## config.mk

```make
export PLATFORM = sky130hd
export DESIGN_NAME = branch_unit
export DESIGN_NICKNAME = d
export VERILOG_FILES = /design/src/rtl/branch_unit.sv
export SDC_FILE = /design/constraint.sdc
export NUM_CORES = 1
export LEC_CHECK = 0
export CAP_MARGIN = 20
export CORE_UTILIZATION = 28
export DETAILED_ROUTE_END_ITERATION = 16
export PLACE_DENSITY = 0.85
export SYNTH_ARGS = -nofsm -noshare
export SYNTH_HDL_FRONTEND = slang
export SYNTH_SLANG_ARGS = --single-unit
```

## constraint.sdc

```tcl
create_clock -name clk -period 2.67 [get_ports clk]
set_clock_uncertainty 0.05 [all_clocks]
set_input_delay 0.267 -clock clk [delete_from_list [all_inputs] [get_ports clk]]
set_output_delay 0.267 -clock clk [all_outputs]
set_load 0.02 [all_outputs]
```

## src/rtl/branch_unit.sv

```systemverilog
// Branch-resolution stage: decodes the branch code against the ALU flags and
// registers the next-PC target, taken strobe and link-register write enable.
module branch_unit #(
   parameter int PC_W   = 11,
   parameter int DATA_W = 32
) (
   input  logic              clk,
   input  logic              rst,
   input  logic [5:0]        bcode,
   input  logic              zflag,
   input  logic              carryflag,
   input  logic              signflag,
   input  logic              ovfflag,
   input  logic [DATA_W-1:0] L,
   input  logic [DATA_W-1:0] rega,
   output logic [PC_W-1:0]   PC,
   output logic              branch_control,
   output logic              write_reg
);

   logic            taken;
   logic            is_call;
   logic            cond;
   logic [PC_W-1:0] target;

   // Operand bits above the PC width are deliberately discarded.
   logic unused_high_bits;
   assign unused_high_bits = ^{L[DATA_W-1:PC_W], rega[DATA_W-1:PC_W]};

   always_comb begin
      taken   = 1'b0;
      is_call = 1'b0;
      cond    = 1'b0;
      target  = L[PC_W-1:0];
      if (bcode[5:4] == 2'b10) begin
         if (!bcode[3]) begin
            case (bcode[2:0])
               3'd0: begin
                  taken  = 1'b1;
                  target = rega[PC_W-1:0];
               end
               3'd1: taken = 1'b1;
               3'd2: begin
                  taken   = 1'b1;
                  is_call = 1'b1;
               end
               default: taken = 1'b0;
            endcase
         end else begin
            // bcode[2:1] picks the flag, bcode[0] inverts the sense of the test.
            case (bcode[2:1])
               2'd0:    cond = zflag;
               2'd1:    cond = carryflag;
               2'd2:    cond = signflag;
               default: cond = ovfflag;
            endcase
            taken = cond ^ bcode[0];
         end
      end
   end

   always_ff @(posedge clk) begin
      if (rst) begin
         PC             <= '0;
         branch_control <= 1'b0;
         write_reg      <= 1'b0;
      end else begin
         branch_control <= taken;
         write_reg      <= taken & is_call;
         if (taken)
            PC <= target;
      end
   end

endmodule

```

==> impl_metrics.py, run 1 <==
metrics = {
    "layout": {
        "area_growth_pct": 68.7,
        "layout-drive-gt1-share_pct": 18.3,
        "largest_reg_flops": 11,
        "multi_input_area_um2": 440,
        "antennaDiodeCount": 0,
        "final_common_cell": "clkdlybuf4s50_1",
        "final_cell_mix": "clkdlybuf4s50_1 (46), dfxtp_1 (13), mux2i_1 (13)",
        "regArea_um2": 260,
        "fin_util_pct": 50.4,
        "num-fill-cells": 244,
        "nets": 192,
    },
    "global_routing": {
        "gr-total-overflow": 0,
        "grt_max_degree": 14,
        "grtUsageTotal_pct": 14.3,
        "grt_pass1_wl_um": 2900,
        "grt_pass1_vias": 715,
        "antenna_found_initial": 0,
    },
    "die": {
        "fp.dieH_um": 53.4,
        "io_pins": 89,
        "rows": 18,
        "initial_core_util_pct": 29.8,
        "die_x_um": 53.4,
        "die-area_um2": 2850,
        "core_um2": 2480,
    },
    "placement": {
        "gp_congestion": 0.698,
        "place_worst_setup_slack_ns": 0.317,
        "dp_hpwl_um": 1480,
        "port_buffers": 46,
    },
    "power": {
        "switching_share_pct": 27.3,
        "p_switching_mw": 0.132,
        "power_mw": 0.483,
        "p_comb_share_pct": 31.1,
        "clkPwrFrac_pct": 25.2,
        "power.density_nw_per_um2": 387,
        "p_leak_nw": 0.497,
        "power_frac_seq_pct": 43.7,
        "peakVddDrop_v": 0.000363,
        "internal-power_mw": 0.351,
    },
    "critical_path": {
        "worstSetupEndpointType": "flop",
        "reg2reg_slack_ns": 1.94,
        "cp_data_required_time_ns": 2.81,
        "path_max_fanout": 12,
        "crit_path_start_kind": "input port",
        "cp_data_arrival_time_ns": 2.18,
        "worstSetupStartpoint": "bcode[2]",
        "r2r_start": "PC[10]",
        "worstSetupPathType": "in -> reg",
    },
    "min_path": {
        "hold_path.startpoint": "PC[6]",
        "min_path_type": "reg -> reg",
    },
    "detailed_routing": {
        "wl_met2_um": 1010,
        "vias": 724,
        "wl_um": 1910,
        "postRouteAntennaNets": 0,
        "drtIter0Drc": 2,
        "vias_per_cell": 4.99,
        "wl_per_cell_um": 13.2,
        "top_layer_used": "met3",
        "firstDrtPassIters": 3,
        "drc_errors": 0,
        "wl_met1_um": 721,
        "dr_wl_met3_um": 181,
    },
    "timing": {
        "rsz0062_at_grt": "no",
        "period_needed_ns": 2.05,
        "worst_slack_ns": 0.623,
        "setup_viol": 0,
        "finalHoldViolCount": 0,
        "slew_violations": 0,
        "relSlewSlack_pct": 52.9,
        "clock.fmax_ghz": 0.488,
        "holdWs_ns": 0.473,
        "final.setup.tns_ns": 0,
        "worst_pin_slew_ns": 0.704,
        "finalCritPeriodShare_pct": 76.7,
    },
    "clock_tree": {
        "cts.sinks": 13,
        "htree_num_levels": 1,
        "cts_buffer_depth": 2,
        "root_buffer": "clkbuf_4",
        "post_cts_resize_count": 0,
        "cts-buffers-inserted": 3,
        "cts_setup_buffers": 0,
        "cts_tree": "done",
        "clock_latency_ns": 0.27,
        "cts_hold_buf": 0,
        "clk_pin_slew_ns": 0.08,
    },
    "yosys": {
        "synth-simple-area-share_pct": 12.0,
        "synth_xor_area_share_pct": 0,
        "synth_compound_area_share_pct": 29.1,
        "postSynthCellCount": 67,
        "syn-cell-area_um2": 739,
        "synth-adder-area-share_pct": 0,
        "synth_top_family_by_area": "compound AO/OA/AOI/OAI gates",
        "ys_warn_count": 0,
        "ys_ff_latch": 13,
        "synth_seq_area_share_pct": 35.2,
        "synthMuxAreaShare_pct": 17.6,
        "synth.distinct_cells": 21,
        "synth.avg_cell_area_um2": 11.0,
        "syn_nets": 143,
    },
    "run": {
        "maxCapViolations": 0,
    },
    "status": {
        "status": "finished, final reports clean",
    },
}
-- power groups by stage --
| stage | clock (mW) | combinational, mW | sequential [mW] |
|---|---|---|---|
| 6_report | 0.121 | 0.150 | 0.211 |
| 3_3_place_gp | 0 | 0.147 | 0.215 |
| 5_1_grt | 0.143 | 0.161 | 0.212 |
| 3_5_place_dp | 0 | 0.152 | 0.215 |
| 2_1_floorplan | 0 | 0.0553 | 0.229 |
| 4_1_cts | 0.130 | 0.152 | 0.211 |
-- logic make-up (layout without fill, tap and decap cells) --
family | Yosys count | in the layout
flip-flops | 13 | 13
multiplexers | 13 | 13
buffers and inverters | 5 | 53
AND/OR/NAND/NOR | 12 | 12
AO/OA/AOI/OAI | 24 | 24
-- stage by stage --
step	cells	area, µm²
global placement	141	1220
finish	145	1250
detailed placement	141	1220
CTS	145	1250
floorplan	67	739
global route	145	1250
-- path summary, 6_finish.rpt --
path,depth (start not counted),endpoint
worst max-delay path,7,write_reg
worst min-delay path,2,PC[6]
worst max register to register,2,PC[10]
worst min register to register,2,PC[6]
-- cells in the mapped netlist (all sizes together) --
| cell | instances | area [µm²] |
|---|---|---|
| a211oi | 11 | 133 |
| a21oi | 11 | 58.8 |
| a311oi | 2 | 23.8 |
| and2 | 1 | 6.26 |
| and4b | 1 | 10.0 |
| and4bb | 1 | 12.5 |
| buf | 4 | 41.3 |
| clkbuf | 1 | 3.75 |
| dfxtp | 13 | 260 |
| mux2i | 13 | 130 |
| nand2 | 2 | 7.51 |
| nand2b | 1 | 6.26 |
| nor2 | 2 | 7.51 |
| nor2b | 1 | 6.26 |
| nor4b | 1 | 15.0 |
| or3 | 2 | 17.5 |
-- per-layer routing --
metal,track usage [%],up-vias
met3,4.60,0
met4,3.95,0
li1,-,353
met5,0,-
met1,13.6,336
met2,28.3,35
-- critical path: stages --
cell and delay, ns:
clkdlybuf4s50_1 0.55, mux2i_1 0.29, and4bb_1 0.26, a311oi_2 0.21, buf_4 0.24, nand2_1 0.10
nor4b_2 0.26
-- final cells by class --
| type | instances | share of cell area [%] |
|---|---|---|
| timing repair buffer | 49 | 38.7 |
| multi-input combinational | 49 | 35.3 |
| sequential | 13 | 20.9 |
| tap | 30 | 3.01 |
| clock buffer | 4 | 2.11 |
Power figures use the tool's default switching activity.
==> inputs of run 2 (changes only) <==
- CORE_UTILIZATION: 28 -> 26
- PLACE_DENSITY: 0.85 -> 0.8
- clock period: 2.67 -> 2.1 ns (I/O delays scaled with it)
==> run 2 against run 1 <==
Against the previous run: clock-buffer cell count stayed put; wire length is 6.8% higher; sequential power is 27% higher; total power is 30% higher; clock power is 26% higher; hold slack better by 0.0072 ns.
==> impl_metrics.py, run 2 (synthesis results as in run 1) <==
metrics = {
    "status": {
        "status": "finished, final reports clean",
    },
    "placement": {
        "dp_cells": 149,
        "gp_congestion": 0.656,
        "port_buffers": 46,
        "dp_hpwl_um": 1630,
    },
    "timing": {
        "setup_viol": 0,
        "relSlewSlack_pct": 76.9,
        "finalCritPeriodShare_pct": 91.2,
        "worst_pin_slew_ns": 0.347,
        "finalHoldViolCount": 0,
        "clock.fmax_ghz": 0.522,
        "slew_violations": 0,
        "holdWs_ns": 0.480,
        "rsz0062_at_grt": "no",
        "period_needed_ns": 1.92,
    },
    "die": {
        "io_pins": 89,
        "die_x_um": 55.3,
        "core_um2": 2590,
        "initial_core_util_pct": 28.6,
        "die-area_um2": 3060,
        "rows": 18,
        "fp.dieH_um": 55.3,
    },
    "power": {
        "p_comb_share_pct": 32.7,
        "clkPwrFrac_pct": 24.3,
        "p_leak_nw": 0.535,
        "power_frac_seq_pct": 42.9,
        "switching_share_pct": 27.1,
        "power.density_nw_per_um2": 478,
        "peakVddDrop_v": 0.000338,
        "internal-power_mw": 0.456,
        "p_switching_mw": 0.169,
    },
    "min_path": {
        "min_path_type": "reg -> reg",
        "hold_path.startpoint": "PC[4]",
    },
    "clock_tree": {
        "clock_latency_ns": 0.27,
        "cts_buffer_depth": 2,
        "cts_hold_buf": 0,
        "cts_setup_buffers": 0,
        "htree_num_levels": 1,
        "root_buffer": "clkbuf_4",
        "cts_tree": "done",
        "clk_pin_slew_ns": 0.08,
        "cts.sinks": 13,
        "post_cts_resize_count": 0,
        "cts-buffers-inserted": 3,
    },
    "critical_path": {
        "crit_path_top_delay_cell": "clkdlybuf4s50_1",
        "crit_chain": "clkdlybuf4s50_1, mux2i_1, and4bb_1, a311oi_2, buf_4, a21oi_1, a211oi_1",
        "path_max_fanout": 7,
        "cp_data_arrival_time_ns": 2.05,
        "r2r_start": "PC[4]",
        "cp_data_required_time_ns": 2.23,
        "worstSetupPathType": "in -> reg",
        "critical_path.max_stage_delay_ns": 0.55,
        "crit_path_start_kind": "input port",
        "worstSetupStartpoint": "bcode[2]",
        "worstSetupEndpointType": "flop",
    },
    "detailed_routing": {
        "drtIter0Drc": 16,
        "vias": 752,
        "wl_um": 2050,
        "wl_per_cell_um": 13.4,
        "firstDrtPassIters": 4,
        "postRouteAntennaNets": 0,
        "drc_errors": 0,
        "vias_per_cell": 4.92,
    },
    "layout": {
        "nets": 200,
        "final_cell_mix": "clkdlybuf4s50_1 (46), dfxtp_1 (13), mux2i_1 (13)",
        "area_growth_pct": 76.8,
        "largest_reg_flops": 11,
        "antennaDiodeCount": 0,
        "stdcell_count": 153,
        "layout-drive-gt1-share_pct": 23.6,
        "final_common_cell": "clkdlybuf4s50_1",
    },
    "global_routing": {
        "grt_pass1_wl_um": 3350,
        "grt_max_degree": 14,
        "antenna_found_initial": 0,
        "grtUsageTotal_pct": 13.3,
        "grt_pass1_vias": 733,
        "gr-total-overflow": 0,
    },
    "run": {
        "maxCapViolations": 0,
    },
}
run 2: cell types whose count changed in the layout (fill, tap and decap cells not counted), sizes merged:
cell  before  now
buf        3   11
run 2: power groups by stage:
stage | clock [mW] | sequential [mW] | combinational (mW)
finish | 0.152 | 0.268 | 0.205
global route | 0.170 | 0.270 | 0.219
CTS | 0.155 | 0.269 | 0.207
detailed placement | 0 | 0.274 | 0.206
global placement | 0 | 0.274 | 0.200
floorplan | 0 | 0.291 | 0.0703
run 2: path summary, 6_finish.rpt:
check | end | slack (ns) | cells after the start
worst max register to register | PC[4] | 1.37 | 2
worst min-delay path | PC[4] | 0.48 | 2
worst min register to register | PC[4] | 0.48 | 2
worst max-delay path | PC[4] | 0.18 | 7
run 2: routing by layer:
metal	wire length, µm	part of all wire (%)	track usage [%]	vias up
met2	1010	49	24.1	44
met3	207	10	5.39	0
li1	-	-	-	370
met1	829	41	14.7	338
met4	0	0	2.14	0
met5	0	0	0	-
run 2: worst max-delay path: cells and delay by family:
kind / cells / cell delay (ns)
buffers and inverters: 2 / 0.78
AOI/OAI and AO/OA: 3 / 0.57
muxes: 1 / 0.26
and+or+nand+nor: 1 / 0.24
run 2: per-stage QoR:
stage	TNS, ns	area, µm²	setup WS (ns)	power (mW)	util [%]
after floorplan	0	739	0.548	0.361	-
after global placement	-0.281	1280	-0.0483	0.474	49.5
after detailed placement	-0.857	1280	-0.103	0.480	49.5
after CTS	0	1310	0.168	0.630	50.5
after global routing	0	1310	0.0920	0.659	50.5
final	0	1310	0.184	0.625	50.5
run 2: area by class of cell:
class                      instances  area, µm²
sequential                        13        260
fill                             251       1280
tap                               30       37.5
clock buffer                       4       26.3
timing repair buffer              57        543
multi-input combinational         49        440
